--- config.mk ---
export PLATFORM = sky130hd
export DESIGN_NAME = ifid_stage_flat
export DESIGN_NICKNAME = d
export VERILOG_FILES = /design/src/rtl/ifid_stage_if.sv /design/src/rtl/ifid_stage.sv /design/src/flat_wrapper.sv
export SDC_FILE = /design/constraint.sdc
export NUM_CORES = 1
export LEC_CHECK = 0
export BUFFER_PORTS_ARGS = -buffer_cell sky130_fd_sc_hd__clkbuf_2
export CAP_MARGIN = 20
export CORE_MARGIN = 3
export CORE_UTILIZATION = 50
export DETAILED_ROUTE_END_ITERATION = 12
export GPL_ROUTABILITY_DRIVEN = 0
export MAX_ROUTING_LAYER = met4
export PLACE_DENSITY = 0.76
export RECOVER_POWER = 50
export REMOVE_ABC_BUFFERS = 1
export SLEW_MARGIN = 40
export SYNTH_ARGS = -nofsm -noshare
export SYNTH_HDL_FRONTEND = slang
export SYNTH_SLANG_ARGS = --single-unit
--- constraint.sdc ---
create_clock -name clk -period 10.7 [get_ports clk]
set_input_delay 0.535 -clock clk [delete_from_list [all_inputs] [get_ports clk]]
set_output_delay 0.535 -clock clk [all_outputs]
set_load 0.02 [all_outputs]
--- src/rtl/ifid_stage_if.sv ---
// Instruction-cache request/response channel between the IF/ID stage (master)
// and the instruction cache (slave).
interface ifid_stage_if #(
  parameter int ADDR_WIDTH  = 32,
  parameter int INSTR_WIDTH = 32
);
  logic                   ReqValid;
  logic [ADDR_WIDTH-1:0]  ReqAddr;
  logic                   ReqReady;
  logic                   RspValid;
  logic [INSTR_WIDTH-1:0] RspData;

  modport master (output ReqValid, ReqAddr, input ReqReady, RspValid, RspData);
  modport slave  (input ReqValid, ReqAddr, output ReqReady, RspValid, RspData);
endinterface

--- src/rtl/ifid_stage.sv ---
// IF/ID stage: issues I-cache requests for Fetch, buffers in-order responses
// and presents them to Decode; drops stale fetches after a flush.
module ifid_stage #(
  parameter int                     ADDR_WIDTH  = 32,
  parameter int                     INSTR_WIDTH = 32,
  parameter int                     BUF_DEPTH   = 2,
  parameter logic [INSTR_WIDTH-1:0] NOP_INSTR   = INSTR_WIDTH'(32'h00000013)
) (
  input  logic                   clk,
  input  logic                   rst,
  input  logic [ADDR_WIDTH-1:0]  Fetch_NextPC,
  output logic                   Fetch_Stall,
  ifid_stage_if.master           icache,
  input  logic                   Flush,
  input  logic                   Decode_Stall,
  output logic [ADDR_WIDTH-1:0]  IFID_NowPC,
  output logic [INSTR_WIDTH-1:0] IFID_Instr,
  output logic                   IFID_Valid
);
  localparam int CW = $clog2(BUF_DEPTH + 1);
  localparam int PW = $clog2(BUF_DEPTH);

  logic [CW-1:0] outCnt, bufCnt, discCnt;
  logic [PW-1:0] pqWr, pqRd, bWr, bRd;
  logic [ADDR_WIDTH-1:0]  pcQ      [BUF_DEPTH];
  logic [ADDR_WIDTH-1:0]  bufPc    [BUF_DEPTH];
  logic [INSTR_WIDTH-1:0] bufInstr [BUF_DEPTH];

  logic [CW:0] occ;
  logic reqValid, accept, rspKeep, rspDrop, outLoad, bufEmpty, deq, bypass, bufPush;

  always_comb begin
    occ      = {1'b0, outCnt} + {1'b0, bufCnt};
    reqValid = ~Flush & (occ < (CW+1)'(BUF_DEPTH));
    accept   = reqValid & icache.ReqReady;
    // A response seen during Flush is stale by definition and never kept.
    rspKeep  = icache.RspValid & ~Flush & (discCnt == '0);
    rspDrop  = icache.RspValid & ~Flush & (discCnt != '0);
    outLoad  = ~Flush & ~Decode_Stall;
    bufEmpty = (bufCnt == '0);
    deq      = outLoad & ~bufEmpty;
    bypass   = rspKeep & bufEmpty & outLoad;
    bufPush  = rspKeep & ~bypass;
  end

  assign icache.ReqValid = reqValid;
  assign icache.ReqAddr  = Fetch_NextPC;
  assign Fetch_Stall     = ~accept;

  always_ff @(posedge clk or posedge rst) begin
    if (rst) begin
      outCnt  <= '0;
      bufCnt  <= '0;
      discCnt <= '0;
      pqWr    <= '0;
      pqRd    <= '0;
      bWr     <= '0;
      bRd     <= '0;
    end else if (Flush) begin
      // Every outstanding request is now stale; one landing this cycle is already gone.
      outCnt  <= outCnt - CW'(icache.RspValid);
      discCnt <= outCnt - CW'(icache.RspValid);
      bufCnt  <= '0;
      pqWr    <= '0;
      pqRd    <= '0;
      bWr     <= '0;
      bRd     <= '0;
    end else begin
      outCnt <= outCnt + CW'(accept) - CW'(icache.RspValid);
      bufCnt <= bufCnt + CW'(bufPush) - CW'(deq);
      if (rspDrop) discCnt <= discCnt - CW'(1);
      if (accept)  pqWr    <= pqWr + PW'(1);
      if (rspKeep) pqRd    <= pqRd + PW'(1);
      if (bufPush) bWr     <= bWr + PW'(1);
      if (deq)     bRd     <= bRd + PW'(1);
    end
  end

  always_ff @(posedge clk) begin
    if (accept) pcQ[pqWr] <= Fetch_NextPC;
    if (bufPush) begin
      bufPc[bWr]    <= pcQ[pqRd];
      bufInstr[bWr] <= icache.RspData;
    end
  end

  always_ff @(posedge clk or posedge rst) begin
    if (rst) begin
      IFID_Valid <= 1'b0;
      IFID_Instr <= NOP_INSTR;
      IFID_NowPC <= '0;
    end else if (Flush) begin
      IFID_Valid <= 1'b0;
      IFID_Instr <= NOP_INSTR;
    end else if (!Decode_Stall) begin
      if (!bufEmpty) begin
        IFID_Valid <= 1'b1;
        IFID_Instr <= bufInstr[bRd];
        IFID_NowPC <= bufPc[bRd];
      end else if (rspKeep) begin
        IFID_Valid <= 1'b1;
        IFID_Instr <= icache.RspData;
        IFID_NowPC <= pcQ[pqRd];
      end else begin
        IFID_Valid <= 1'b0;
        IFID_Instr <= NOP_INSTR;
      end
    end
  end
endmodule

--- src/flat_wrapper.sv ---
// flat-port wrapper written by rule: the top's interface ports become plain ports
module ifid_stage_flat 
#(
  parameter int                     ADDR_WIDTH  = 32,
  parameter int                     INSTR_WIDTH = 32,
  parameter int                     BUF_DEPTH   = 2,
  parameter logic [INSTR_WIDTH-1:0] NOP_INSTR   = INSTR_WIDTH'(32'h00000013)
)
  (clk, rst, Fetch_NextPC, Fetch_Stall, Flush, Decode_Stall, IFID_NowPC, IFID_Instr, IFID_Valid, icache_ReqValid, icache_ReqAddr, icache_ReqReady, icache_RspValid, icache_RspData);
  ifid_stage_if #(.ADDR_WIDTH(ADDR_WIDTH), .INSTR_WIDTH(INSTR_WIDTH)) icache_i ();
  input  logic clk;
  input  logic rst;
  input  logic [ADDR_WIDTH-1:0] Fetch_NextPC;
  output logic Fetch_Stall;
  input  logic Flush;
  input  logic Decode_Stall;
  output logic [ADDR_WIDTH-1:0] IFID_NowPC;
  output logic [INSTR_WIDTH-1:0] IFID_Instr;
  output logic IFID_Valid;
  output wire logic [$bits(icache_i.ReqValid)-1:0] icache_ReqValid;
  output wire logic [$bits(icache_i.ReqAddr)-1:0] icache_ReqAddr;
  input wire logic [$bits(icache_i.ReqReady)-1:0] icache_ReqReady;
  input wire logic [$bits(icache_i.RspValid)-1:0] icache_RspValid;
  input wire logic [$bits(icache_i.RspData)-1:0] icache_RspData;
  assign icache_ReqValid = icache_i.ReqValid;
  assign icache_ReqAddr = icache_i.ReqAddr;
  assign icache_i.ReqReady = icache_ReqReady;
  assign icache_i.RspValid = icache_RspValid;
  assign icache_i.RspData = icache_RspData;
  ifid_stage #(.ADDR_WIDTH(ADDR_WIDTH), .INSTR_WIDTH(INSTR_WIDTH), .BUF_DEPTH(BUF_DEPTH), .NOP_INSTR(NOP_INSTR)) u_core (.clk(clk), .rst(rst), .Fetch_NextPC(Fetch_NextPC), .Fetch_Stall(Fetch_Stall), .icache(icache_i), .Flush(Flush), .Decode_Stall(Decode_Stall), .IFID_NowPC(IFID_NowPC), .IFID_Instr(IFID_Instr), .IFID_Valid(IFID_Valid));
endmodule
==> impl_metrics.tcl <==
set metrics [dict create \
    holdCritPathClass "primary input to flop" \
    setup_viol_count_final 0 \
    timing_hold_violations_final 0 \
    synth-seq-area-share 0.710 \
    clk_pin_slew_ns 0.06 \
    power_frac_comb 0.195 \
    globalRouteTotalUtil 0.177 \
    antenna_found_initial 0 \
    multi_input_area_sq_um 2540 \
    first_iter_violations 324 \
    wl_met3_microns 1380 \
    outcome "finished with violations" \
    avgSynthCellArea_sq_um 16.7 \
    synth_ff_type "edfxtp_1" \
    cts_tree "done" \
    cts_setup_buffers 0 \
    start_util 0.511 \
    synth_top_area_frac 0.535 \
    grt_pass1_wl_microns 32500 \
    wl_microns 20500 \
    die_y_microns 153 \
    p_sw_mw 0.810 \
    setup_tns_ns 0 \
    grt_max_degree 76 \
    ant_nets 0 \
    yosys.area.top_type "edfxtp_1" \
    clock_latency_ns 0.51 \
    vias 5801 \
    portBuffers 168 \
    cts_root_buf "clkbuf_16" \
    core.rowCount 53 \
    slew_violations 110 \
    slowest_delay_ns 3.06 \
    dr.max_layer_used "met4" \
    cts_hold_buf 0 \
    period_needed_ns 4.80 \
    syn-instance-count 647 \
    seqPwrFrac 0.449 \
    fmax_ghz 0.208 \
    end_kind "asynchronous set/reset pin" \
    drv_cap 2 \
    crit_arrival_ns 3.76 \
    relSlewSlack -1.92 \
    synth_area_sq_um 10800 \
    failed_checks "capacitance limit, slew limit" \
    cts-htree-levels 1 \
    drive_gt1_frac 0.200 \
    ys_ff_latch 267 \
    numCtsBuffers 27 \
    worstHoldStart "icache_RspData[0]" \
    crit_slowest_cell "clkbuf_1" \
    grt_pass1_vias 5926 \
    tightest_slew_ns 4.37 \
    regArea_sq_um 7650 \
    synth_area_leaders "edfxtp_1 54%, dfrtp_1 17%, mux2i_1 9.1%" \
    finish.net_count 869 \
    synth_edf_count 192 \
    area_delta_synth_final_pct 17.0 \
    met1_length_microns 9090 \
    r2r_start "u_core.pqRd$_DFFE_PP0P_" \
    clock_sinks 267 \
    drc 0 \
    wl_met2_microns 9660 \
    yosysUniqueCellTypes 34 \
    irDropWorstVdd_mv 0.161 \
    post-route-util 0.598 \
    diodes 0 \
    fill_cells 1646 \
    power_density_nw_per_um2 234 \
    leakage_nw 4.85 \
    critPathLaunchType "primary input" \
    rr_worst_depth 4 \
    overflow 0 \
    yosysWarnings 0 \
    dp_hpwl_microns 12500 \
    switching_share 0.275 \
    p_int_mw 2.14 \
    synth_async_sr_flop_share 0.281 \
    die_area_sq_um 23300 \
    ioPinCount 169 \
    crit_type "primary input to asynchronous set/reset pin" \
    crit_chain "clkbuf_2 > clkinvlp_2 > clkbuf_1" \
    wl_per_cell_microns 18.8 \
    rsz0062_at_grt "no" \
    fin_skew_ns 0.00962 \
    cts.path.max_buffers 3 \
    die_x_microns 153 \
    startpoint "rst" \
    cts-resized-gates 0 \
    cp_max_fo 75 \
    vias_per_cell 5.33 \
    timing.final.crit_share 0.448 \
    clock_power_share 0.356 \
    crit_required_ns 9.67 \
    core_area_sq_um 21100 \
    whs_path_depth 3 \
    detailedRoute.firstPassIterationCount 5 \
]
power by group through the flow:
stage               sequential (mW)  combinational (mW)  clock (mW)
floorplan                      1.44               0.288           0
global placement               1.35               0.565           0
detailed placement             1.34               0.601           0
CTS                            1.32               0.604        1.06
global route                   1.34               0.630        1.11
finish                         1.32               0.575        1.05
cell usage in the layout, fill, tap and decap left out, types with 2 or more instances in the layout:
cell | netlist | layout
mux2i_1 | 98 | 98
inv_1 | 47 | 46
edfxtp_1 | 192 | 192
clkbuf_1 | 9 | 114
clkinvlp_4 | 0 | 4
nand2b_1 | 2 | 2
mux2_1 | 0 | 32
clkbuf_16 | 0 | 27
nor2_4 | 0 | 2
clkinv_2 | 0 | 3
bufinv_16 | 0 | 8
o21ai_0 | 3 | 3
nor2_1 | 6 | 4
mux2_2 | 65 | 33
dfrtp_1 | 72 | 71
a222oi_1 | 3 | 3
xnor2_1 | 3 | 3
clkbuf_2 | 0 | 58
clkinv_1 | 0 | 2
dfstp_2 | 3 | 3
ha_1 | 5 | 5
buf_4 | 37 | 6
clkinv_4 | 0 | 2
xor2_1 | 3 | 3
buf_8 | 0 | 2
nand2_1 | 3 | 3
a221o_1 | 29 | 29
buf_12 | 0 | 3
nor3_1 | 32 | 32
nor2b_1 | 3 | 2
final timing paths:
check,to,slack (ns)
worst max-delay path,u_core.bRd$_DFFE_PP0P_,5.90
worst min-delay path,u_core.IFID_Instr[0]$_DFFE_PP1P_,0.24
worst max register to register,u_core.IFID_NowPC[25]$_DFFE_PP0P_,7.89
worst min register to register,u_core.IFID_Valid$_DFFE_PP0P_,0.48
max in group clk,Fetch_Stall,7.82
min in group asynchronous,u_core.IFID_Instr[3]$_DFFE_PP0P_,1.75
cell families (layout without fill, tap and decap cells):
group	after synthesis	count (layout)	share of synthesized area
XOR/XNOR	6	6	0.00488
multiplexers	163	163	0.159
flip-flops	267	267	0.710
buffers and inverters	113	279	0.0574
AO/OA/AOI/OAI	40	40	0.0355
AND/OR/NAND/NOR	52	52	0.0258
adder cells (fa/ha/maj)	6	6	0.00767
cells in the mapped netlist, types with 2 or more instances:
library cell / instances
mux2i_1: 98
a221o_1: 29
dfrtp_1: 72
nand2b_1: 2
xnor2_1: 3
nor2_1: 6
dfstp_2: 3
xor2_1: 3
mux2_2: 65
o21ai_0: 3
nand2_1: 3
clkbuf_1: 9
nor2b_1: 3
edfxtp_1: 192
buf_4: 37
ha_1: 5
buf_6: 5
nor3_1: 32
a222oi_1: 3
inv_1: 47
buf_2: 14
worst max-delay path: cells and delay by family:
kind	cells	cell delay (ns)
buffers and inverters	3	3.20
state kept, by name (all words and copies together), names as in the netlist, 2 cells and up:
signal / cells
u_core.outCnt: 2
u_core.IFID_NowPC: 32
u_core.bufInstr: 64
u_core.bufCnt: 2
u_core.bufPc: 64
u_core.discCnt: 2
u_core.pcQ: 64
u_core.IFID_Instr: 32
through the flow:
step / instance area (sq um) / power [mW] / hold slack [ns] / setup slack (ns) / instances
floorplan: 10300 / 1.73 / 0.461 / 2.91 / 581
global placement: 11600 / 1.91 / 0.466 / 7.92 / 1033
detailed placement: 11700 / 1.94 / 0.471 / 8.05 / 1039
CTS: 12700 / 2.99 / 0.204 / 7.81 / 1088
global route: 12600 / 3.08 / 0.249 / 4.76 / 1088
finish: 12600 / 2.95 / 0.237 / 5.90 / 1088
layer usage:
metal / vias up / global-route usage
li1: 2683 / -
met1: 2881 / 0.242
met2: 211 / 0.286
met3: 26 / 0.0275
met4: 0 / 0.0352
met5: - / -
layout make-up:
class	instances	share of cell area
well taps	275	0.0273
clock inverters	19	0.0246
flip-flops and latches	267	0.607
clock buffers	30	0.0553
repair buffers	183	0.0702
inverters	47	0.0141
multi-input cells	267	0.202
(Power assumes the default switching activity.)
